===== config.mk =====
export PLATFORM = sky130hd
export DESIGN_NAME = snake_step_scheduler_flat
export DESIGN_NICKNAME = d
export VERILOG_FILES = /design/src/rtl/snake_step_scheduler_if.sv /design/src/rtl/snake_step_scheduler.sv /design/src/flat_wrapper.sv
export SDC_FILE = /design/constraint.sdc
export NUM_CORES = 1
export LEC_CHECK = 0
export ABC_AREA = 1
export CAP_MARGIN = 20
export CORE_ASPECT_RATIO = 1.75
export CORE_MARGIN = 8
export CORE_UTILIZATION = 67
export DETAILED_ROUTE_END_ITERATION = 8
export PLACE_DENSITY = 0.86
export SLEW_MARGIN = 15
export SYNTH_ARGS = -nofsm -noshare
export SYNTH_HDL_FRONTEND = slang
export SYNTH_SLANG_ARGS = --single-unit

===== constraint.sdc =====
create_clock -name i_clk -period 4.8 [get_ports i_clk]
set_input_delay 0.96 -clock i_clk [delete_from_list [all_inputs] [get_ports i_clk]]
set_output_delay 0.96 -clock i_clk [all_outputs]
set_load 0.005 [all_outputs]

===== src/rtl/snake_step_scheduler_if.sv =====
// Handshake/control bundle between the snake step scheduler and its surroundings.
// The scheduler drives the o_* signals and samples the i_* signals.
interface snake_step_scheduler_if;
  logic [2:0] i_user_dir;
  logic       i_start;
  logic       i_pause;
  logic       i_core_done;
  logic [3:0] i_core_size;
  logic       o_core_reset;
  logic       o_step;
  logic [1:0] o_dir;
  logic [1:0] o_rand_dir;
  logic [2:0] o_state;

  modport slave (
    input  i_user_dir, i_start, i_pause, i_core_done, i_core_size,
    output o_core_reset, o_step, o_dir, o_rand_dir, o_state
  );

  modport master (
    output i_user_dir, i_start, i_pause, i_core_done, i_core_size,
    input  o_core_reset, o_step, o_dir, o_rand_dir, o_state
  );
endinterface


===== src/rtl/snake_step_scheduler.sv =====
// Game-tick sequencer for the snake core: tick divider, 2-deep direction queue,
// start/pause/over FSM and a free-running LFSR for random directions.
module snake_step_scheduler #(
  parameter int unsigned TICK_CYCLES = 25_000_000,
  parameter int unsigned SPEED_STEP  = 1_000_000,
  parameter int unsigned MIN_TICK    = 5_000_000,
  parameter int unsigned CNT_W       = 32
) (
  input  logic                  i_clk,
  input  logic                  i_rst,
  snake_step_scheduler_if.slave bus
);

  localparam int unsigned PW = CNT_W + 4;

  typedef enum logic [2:0] {
    StIdle  = 3'd0,
    StInit  = 3'd1,
    StRun   = 3'd2,
    StPause = 3'd3,
    StOver  = 3'd4
  } state_e;

  state_e           state_q, state_d;
  logic [CNT_W-1:0] cnt_q, cnt_d;
  logic [PW-1:0]    period_q, period_d;
  logic             step_q, step_d;
  logic             core_reset_q, core_reset_d;
  logic [1:0]       dir_q, dir_d;
  logic [1:0]       q0_q, q0_d, q1_q, q1_d;
  logic [1:0]       qcnt_q, qcnt_d;
  logic [2:0]       prev_dir_q;
  logic             pause_prev_q;
  logic [7:0]       lfsr_q, lfsr_d;

  logic [PW-1:0] tick_w, min_w, sub_w, period_w;
  logic          pause_rise, tick_last;
  logic [1:0]    code, tail, ref_dir;
  logic          press, accept;

  // Saturating period: compare against the headroom so the subtraction never wraps.
  assign tick_w   = PW'(TICK_CYCLES);
  assign min_w    = PW'(MIN_TICK);
  assign sub_w    = PW'(SPEED_STEP) * PW'(bus.i_core_size);
  assign period_w = (sub_w >= (tick_w - min_w)) ? min_w : (tick_w - sub_w);

  assign pause_rise = bus.i_pause & ~pause_prev_q;
  assign tick_last  = ({4'b0000, cnt_q} == (period_q - PW'(1)));

  assign code    = bus.i_user_dir[1:0];
  assign press   = ~bus.i_user_dir[2] & (prev_dir_q[2] | (code != prev_dir_q[1:0]));
  assign tail    = (qcnt_q == 2'd2) ? q1_q : q0_q;
  assign ref_dir = (qcnt_q == 2'd0) ? dir_q : tail;
  // Codes pair as up/down and left/right, so the reverse differs only in bit 0.
  assign accept  = press && (qcnt_q != 2'd2) && (code != ref_dir) &&
                   (code != (ref_dir ^ 2'b01));

  always_comb begin
    state_d = state_q;
    case (state_q)
      StIdle:  if (bus.i_start) state_d = StInit;
      StInit:  state_d = StRun;
      StRun: begin
        if (bus.i_core_done) state_d = StOver;
        else if (pause_rise) state_d = StPause;
      end
      StPause: if (pause_rise) state_d = StRun;
      StOver:  if (bus.i_start) state_d = StInit;
      default: state_d = StIdle;
    endcase
  end

  always_comb begin
    cnt_d        = cnt_q;
    period_d     = period_q;
    step_d       = 1'b0;
    core_reset_d = (state_d == StInit);
    case (state_q)
      StRun: begin
        if (tick_last) begin
          cnt_d    = '0;
          step_d   = 1'b1;
          period_d = period_w;
        end else begin
          cnt_d = cnt_q + CNT_W'(1);
        end
      end
      StInit: begin
        cnt_d    = '0;
        period_d = period_w;
      end
      StPause: cnt_d = cnt_q;
      default: cnt_d = '0;
    endcase
  end

  always_comb begin
    dir_d  = dir_q;
    q0_d   = q0_q;
    q1_d   = q1_q;
    qcnt_d = qcnt_q;
    if (state_q == StInit) begin
      dir_d  = 2'd3;
      qcnt_d = 2'd0;
    end else begin
      if (step_d && (qcnt_q != 2'd0)) begin
        dir_d  = q0_q;
        q0_d   = q1_q;
        qcnt_d = qcnt_q - 2'd1;
      end
      if (accept) begin
        if (qcnt_d == 2'd0) q0_d = code;
        else                q1_d = code;
        qcnt_d = qcnt_d + 2'd1;
      end
    end
  end

  always_comb begin
    lfsr_d = {lfsr_q[6:0], lfsr_q[7] ^ lfsr_q[5] ^ lfsr_q[4] ^ lfsr_q[3]};
    if (lfsr_q == 8'h00) lfsr_d = 8'hA5;
  end

  always_ff @(posedge i_clk) begin
    if (!i_rst) begin
      state_q      <= StIdle;
      cnt_q        <= '0;
      period_q     <= PW'(TICK_CYCLES);
      step_q       <= 1'b0;
      core_reset_q <= 1'b0;
      dir_q        <= 2'd3;
      q0_q         <= 2'd0;
      q1_q         <= 2'd0;
      qcnt_q       <= 2'd0;
      prev_dir_q   <= 3'b100;
      pause_prev_q <= 1'b0;
      lfsr_q       <= 8'hA5;
    end else begin
      state_q      <= state_d;
      cnt_q        <= cnt_d;
      period_q     <= period_d;
      step_q       <= step_d;
      core_reset_q <= core_reset_d;
      dir_q        <= dir_d;
      q0_q         <= q0_d;
      q1_q         <= q1_d;
      qcnt_q       <= qcnt_d;
      prev_dir_q   <= bus.i_user_dir;
      pause_prev_q <= bus.i_pause;
      lfsr_q       <= lfsr_d;
    end
  end

  assign bus.o_step       = step_q;
  assign bus.o_core_reset = core_reset_q;
  assign bus.o_dir        = dir_q;
  assign bus.o_rand_dir   = lfsr_q[1:0];
  assign bus.o_state      = state_q;

endmodule

===== src/flat_wrapper.sv =====
// flat-port wrapper written by rule: the top's interface ports become plain ports
module snake_step_scheduler_flat 
#(
  parameter int unsigned TICK_CYCLES = 25_000_000,
  parameter int unsigned SPEED_STEP  = 1_000_000,
  parameter int unsigned MIN_TICK    = 5_000_000,
  parameter int unsigned CNT_W       = 32
)
  (i_clk, i_rst, bus_i_user_dir, bus_i_start, bus_i_pause, bus_i_core_done, bus_i_core_size, bus_o_core_reset, bus_o_step, bus_o_dir, bus_o_rand_dir, bus_o_state);
  snake_step_scheduler_if bus_i ();
  input  logic i_clk;
  input  logic i_rst;
  input wire logic [$bits(bus_i.i_user_dir)-1:0] bus_i_user_dir;
  input wire logic [$bits(bus_i.i_start)-1:0] bus_i_start;
  input wire logic [$bits(bus_i.i_pause)-1:0] bus_i_pause;
  input wire logic [$bits(bus_i.i_core_done)-1:0] bus_i_core_done;
  input wire logic [$bits(bus_i.i_core_size)-1:0] bus_i_core_size;
  output wire logic [$bits(bus_i.o_core_reset)-1:0] bus_o_core_reset;
  output wire logic [$bits(bus_i.o_step)-1:0] bus_o_step;
  output wire logic [$bits(bus_i.o_dir)-1:0] bus_o_dir;
  output wire logic [$bits(bus_i.o_rand_dir)-1:0] bus_o_rand_dir;
  output wire logic [$bits(bus_i.o_state)-1:0] bus_o_state;
  assign bus_i.i_user_dir = bus_i_user_dir;
  assign bus_i.i_start = bus_i_start;
  assign bus_i.i_pause = bus_i_pause;
  assign bus_i.i_core_done = bus_i_core_done;
  assign bus_i.i_core_size = bus_i_core_size;
  assign bus_o_core_reset = bus_i.o_core_reset;
  assign bus_o_step = bus_i.o_step;
  assign bus_o_dir = bus_i.o_dir;
  assign bus_o_rand_dir = bus_i.o_rand_dir;
  assign bus_o_state = bus_i.o_state;
  snake_step_scheduler #(.TICK_CYCLES(TICK_CYCLES), .SPEED_STEP(SPEED_STEP), .MIN_TICK(MIN_TICK), .CNT_W(CNT_W)) u_core (.i_clk(i_clk), .i_rst(i_rst), .bus(bus_i));
endmodule

## Word-level counts from Yosys, hierarchy flattened

Cells that the tools add are included.

| cells by class | value |
|---|---|
| bitwise gates (word level) | 12 |
| add/sub/neg operators | 5 |
| multiplexer cells | 20 |
| reductions and logical operators | 15 |
| $mul | 1 |
| $lt $le $gt $ge | 1 |
| equality and inequality tests | 12 |

Operators with widths:

| kind | count |
|---|---|
| $mux W36 | 2 |
| $pmux W36 S2 | 1 |
| $pmux W32 S2 | 1 |
| $eq A32 B36 Y1 | 1 |
| $sub A36 B1 Y36 const B | 1 |
| $add A32 B1 Y32 const B | 1 |
| $mux W32 | 1 |
| $sub A25 B24 Y26 const A | 1 |
| $ge A24 B25 Y1 const B | 1 |
| $mul A14 B4 Y18 const A | 1 |
| $mux W2 | 8 |
| $mux W3 | 4 |
| $pmux W3 S4 | 1 |
| $logic_not A8 Y1 | 1 |
| $eq A3 B1 Y1 const B | 2 |
| $eq A3 B2 Y1 const B | 2 |
| $ne A2 B2 Y1 | 3 |
| $not A1 Y1 | 6 |
| $reduce_or A2 Y1 | 3 |
| $logic_and A1 B1 Y1 | 4 |
| $logic_not A2 Y1 | 2 |
| $reduce_bool A2 Y1 | 2 |
| $eq A3 B3 Y1 const B | 1 |
| $logic_not A3 Y1 | 1 |
| 11 further kinds | 15 |

| word-level totals | value |
|---|---|
| register bits after elaboration | 93 |
| output and inout port bits | 9 |
| input port bits | 12 |
| word-level logic and storage cells | 78 |

## Logic depth before layout (Yosys ltp)

| depth | value |
|---|---|
| depth in word-level cells | 10 |
| depth in mapped cells | 22 |
| mapped depth without buffers | 22 |

## Worst setup path after synthesis

Ideal clock, no wire load.

| timing path | value |
|---|---|
| path type | input to register |
| start point | in bus_i_core_size[1] |
| end point | reg u_core.period_q[22] |
| arrival | 3.381 ns |
| cell stages on the path | 14 |
| path buffers | 0 |
| required time | 4.677 ns |
| setup time | 0.123 ns |
| setup slack | 1.296 ns |
| cells stage by stage | fa_1 > inv_1 > fa_1 > inv_1 > ha_1 > nand2_1 > o21ai_0 > xor2_1 > nor2_1 > nand2_1 > nor2_1 > xnor2_1 > a21oi_1 > o21ai_0 |

| on the way | value |
|---|---|
| longest elaborated chain between the ends | 5 |
| elaborated cells on any way between the ends | 6 |
| classes of those cells | add/sub: 1; mul: 1; order compare: 1; mux: 3 |

RTL lines:

| element | line | text |
|---|---|---|
| from (decl) | flat_wrapper.sv:17 | `input wire logic [$bits(bus_i.i_core_size)-1:0] bus_i_core_size;` |
| $mul A14 B4 Y18 * | snake_step_scheduler.sv:44 | `assign sub_w = PW'(SPEED_STEP) * PW'(bus.i_core_size);` |
| $sub A25 B24 Y26 or $ge A24 B25 Y1 (tied branches) | snake_step_scheduler.sv:45 | `assign period_w = (sub_w >= (tick_w - min_w)) ? min_w : (tick_w - sub_w);` |
| $mux W36 * | snake_step_scheduler.sv:45 |  |
| $mux W36 | snake_step_scheduler.sv:80 | `if (tick_last) begin` |
| $pmux W36 S2 * | snake_step_scheduler.sv:78 | `case (state_q)` |
| to (signal assigned) | snake_step_scheduler.sv:128 | `period_q <= PW'(TICK_CYCLES);` |
| to (signal assigned) | snake_step_scheduler.sv:141 | `period_q <= period_d;` |
| to (decl) | snake_step_scheduler.sv:26 | `logic [PW-1:0] period_q, period_d;` |

Every way passes the cells marked *; elsewhere a longest branch is shown, timed or not. The select of a mux whose other input is x is not followed.
A chain may end at the register's enable or synchronous reset.

## Worst setup path after layout

| timing path | value |
|---|---|
| start point | in bus_i_core_size[2] |
| end point | reg u_core.period_q[22] |

Same word-level chain as after synthesis.

==> impl_metrics.json <==
{
  "status": "finished clean",
  "syn_to_final_growth_pct": 9.90,
  "timing.fmax_mhz": 244,
  "fin_tns_setup_ps": 0,
  "io_buffer_count": 20,
  "critical_path.cell_chain": "clkdlybuf4s50_1, fa_1, inv_1, fa_1, inv_1, ha_1, nand2_1, o21ai_0, xor2_1, nor2_1, nand2_1, nor2_1, xnor2_1, a21oi_1, o21ai_0",
  "p_leak_nw": 2.72,
  "drv_cap": 0,
  "ctsHoldBuffers": 0,
  "critical_path.endpoint": "u_core.period_q[22]",
  "setup_repair_after_global_routing_missed_its_margin": "false",
  "crit_path_max_fanout": 9,
  "critical-path-slowest-cell": "sky130_fd_sc_hd__fa_1",
  "grt_pass1_wl_um": 25400,
  "grt_antenna_before_repair": 0,
  "first_global_vias": 5740,
  "critPathLaunch": "bus_i_core_size[2]",
  "slew_violations": 0,
  "synthMuxAreaShare_pct": 0,
  "final_estimated_routing_congestion_in_global_placement": 0.979,
  "syn-mean-instance-area_um2": 6.34,
  "drt_pre_antenna_iters": 5,
  "synth_edf_count": 0,
  "initial_core_utilization_pct": 68.9,
  "worstPathBufferInverterCount": 3,
  "rows": 44,
  "path_clk_slew_ps": 60,
  "yosys_register_bits": 76,
  "final.setup_skew_ps": 9.39,
  "timing.critical_path.depth": 15,
  "holdCritStartpoint": "u_core.lfsr_q[0]",
  "critical_path_arrival_ps": 4320,
  "gates_resized_cts_repair": 0,
  "total_number_of_vias": 5889,
  "kind_of_end_point_of_the_critical_path": "register",
  "antennaDiodeCount": 0,
  "timing.max_slew.rel_slack_pct": 56.7,
  "totalPowerFinal_mw": 1.74,
  "power-per-cell-area_nw_per_um2": 276,
  "syn-cell-area_um2": 5730,
  "io_pins": 21,
  "wl_per_cell_um": 14.9,
  "vias_per_cell": 5.68,
  "crit_type": "in2reg",
  "ys_seq_area_share_pct": 26.6,
  "remaining_design_rule_violation_count": 0,
  "synth_compound_area_share_pct": 10.9,
  "final_net_count": 957,
  "die_width_um": 85.9,
  "worstReg2RegStart": "u_core.period_q[6]",
  "synth-xor-area-share_pct": 6.58,
  "design.die.area_um2": 11900,
  "crit_family": "adder cells",
  "core_um2": 8310,
  "die_y_um": 138,
  "drt_iter0_markers": 355,
  "yosys.cell_types.count": 48,
  "critical_path.max_stage_delay_ps": 630,
  "grt_max_degree": 33,
  "cts_root_buffer": "sky130_fd_sc_hd__clkbuf_16",
  "post-route-period-util_pct": 85.4,
  "post-cts-setup-buffers": 0,
  "tritoncts": "yes",
  "syn-num-nets": 943,
  "power.ir.vdd_worst_v": 0.000279,
  "globalRouteTotalUtil_pct": 26.6,
  "cts_htree_levels": 3,
  "post_synth_fa_ha_maj_area_fraction_pct": 6.77,
  "post_synth_inst_count": 903,
  "drive_gt1_share_pct": 6.62,
  "clockBufferDepth": 2,
  "place_hpwl_um": 12000,
  "critical_path_required_ps": 5020,
  "ant_nets": 0,
  "insertion_delay_to_the_later_sink_of_the_worst_skew_pair_ps": 350,
  "grt-ovfl-total": 0,
  "postRouteWirelength_um": 15400,
  "clock_sink_count": 76,
  "main_combinational_cell_family_by_area_after_synthesis": "simple AND/OR/NAND/NOR gates",
  "worstMarginPinSlew_ps": 646,
  "hold_viol_final": 0,
  "synth_simple_gate_area_share_pct": 38.9,
  "startpoint_type": "input pin",
  "critical_path.reg2reg.endpoint": "u_core.q1_q[0]",
  "worst_r2r_path_depth": 17,
  "synth_warnings": 0,
  "timing.reg2reg.setup_slack_ps": 1510,
  "finalCriticalPeriod_ps": 4100,
  "worst_hold_path_type": "reg2reg",
  "setup_viol_count_final": 0,
  "postSynth.topFlopCell": "sky130_fd_sc_hd__dfxtp_1",
  "cts_inserted_buffers": 9,
  "synth_async_sr_flop_share_pct": 0
}
metrics by stage:
stage	hold slack [ps]	std cells	util, %	setup slack (ps)	instance area [µm²]
after detailed placement	444	1021	72.3	331	6010
after floorplan	415	903	-	1300	5730
after global routing	472	1037	75.7	435	6290
final	459	1037	75.7	702	6290
after global placement	438	1021	72.3	487	6010
after CTS	458	1037	75.7	681	6290
power by group:
group / leakage [nW] / internal, mW / switching (mW)
clock network: 0.137 / 0.357 / 0.282
registers: 0.621 / 0.663 / 0.0347
logic: 1.97 / 0.152 / 0.248
total: 2.72 / 1.17 / 0.565
per-layer routing:
layer	global-route usage [%]	up-vias	share of wire [%]
met4	21.7	0	7.0
met1	25.8	2698	36
li1	-	2934	-
met2	47.3	187	53
met5	0	-	0
met3	4.51	70	3.7
sequential cells by signal (all words and copies together) (netlist names), 2 cells and up:
signal / count
u_core.qcnt_q: 2
u_core.period_q: 19
u_core.prev_dir_q: 3
u_core.bus.o_state: 3
u_core.q0_q: 2
u_core.q1_q: 2
u_core.bus.o_dir: 2
u_core.lfsr_q: 8
u_core.cnt_q: 32
synthesized netlist by cell type (5+ instances only):
cell type	count	area (µm²)
sky130_fd_sc_hd__nor3_1	20	100
sky130_fd_sc_hd__clkbuf_1	15	56.3
sky130_fd_sc_hd__nor2_1	95	357
sky130_fd_sc_hd__nand3b_1	11	82.6
sky130_fd_sc_hd__o211ai_1	5	37.5
sky130_fd_sc_hd__fa_1	5	100
sky130_fd_sc_hd__nor4_1	8	50.1
sky130_fd_sc_hd__ha_1	23	288
sky130_fd_sc_hd__or2_2	6	37.5
sky130_fd_sc_hd__nor2_2	7	43.8
sky130_fd_sc_hd__nand4_1	16	100
sky130_fd_sc_hd__o21ai_0	36	180
sky130_fd_sc_hd__nand2_2	5	31.3
sky130_fd_sc_hd__a21oi_1	58	290
sky130_fd_sc_hd__nor2_4	6	67.6
sky130_fd_sc_hd__dfxtp_1	76	1520
sky130_fd_sc_hd__xnor2_1	16	140
sky130_fd_sc_hd__nand2_1	236	886
sky130_fd_sc_hd__nand3_1	71	355
sky130_fd_sc_hd__xor2_1	27	236
sky130_fd_sc_hd__inv_1	119	447
cells by family (layout without fill, tap and decap cells):
| kind of cell | Yosys count | in the layout |
|---|---|---|
| xor+xnor | 43 | 43 |
| compound gates | 114 | 114 |
| simple gates | 493 | 493 |
| buf+inv | 149 | 168 |
| flops | 76 | 76 |
| fa+ha+maj | 28 | 28 |
worst min path at each step:
stage | to | slack [ps] | cells past startpoint
final | u_core.lfsr_q[1] | 460 | 2
after global routing | u_core.lfsr_q[1] | 470 | 2
after CTS | u_core.lfsr_q[7] | 460 | 1
after detailed placement | u_core.lfsr_q[7] | 440 | 1
after global placement | u_core.lfsr_q[1] | 440 | 2
after floorplan | u_core.lfsr_q[3] | 410 | 2
placed cells by master, fill, tap and decap left out, drive strengths merged, types with 8 or more instances in the layout:
master         count
xor2              27
nor3              20
nor2             109
nand4             17
nand2            243
or2                8
nand3b            12
dfxtp             76
nor4               8
nand3             73
clkbuf             9
a21oi             58
clkdlybuf4s50     20
inv              127
ha                23
o21ai             39
xnor2             16
worst min-delay path: stages, from the launching register on:
cell and delay, ps:
sky130_fd_sc_hd__dfxtp_1 330, sky130_fd_sc_hd__inv_1 50, sky130_fd_sc_hd__nor2_1 40
layout make-up:
cell class / count / area [µm²]
Fill cell: 681 / 2020
Sequential cell: 76 / 1520
Tap cell: 115 / 144
Clock buffer: 9 / 225
Multi-Input combinational cell: 678 / 3630
Clock inverter: 7 / 56.3
Inverter: 126 / 474
Timing Repair Buffer: 26 / 245
No activity file was read; power rests on OpenSTA's default activity.
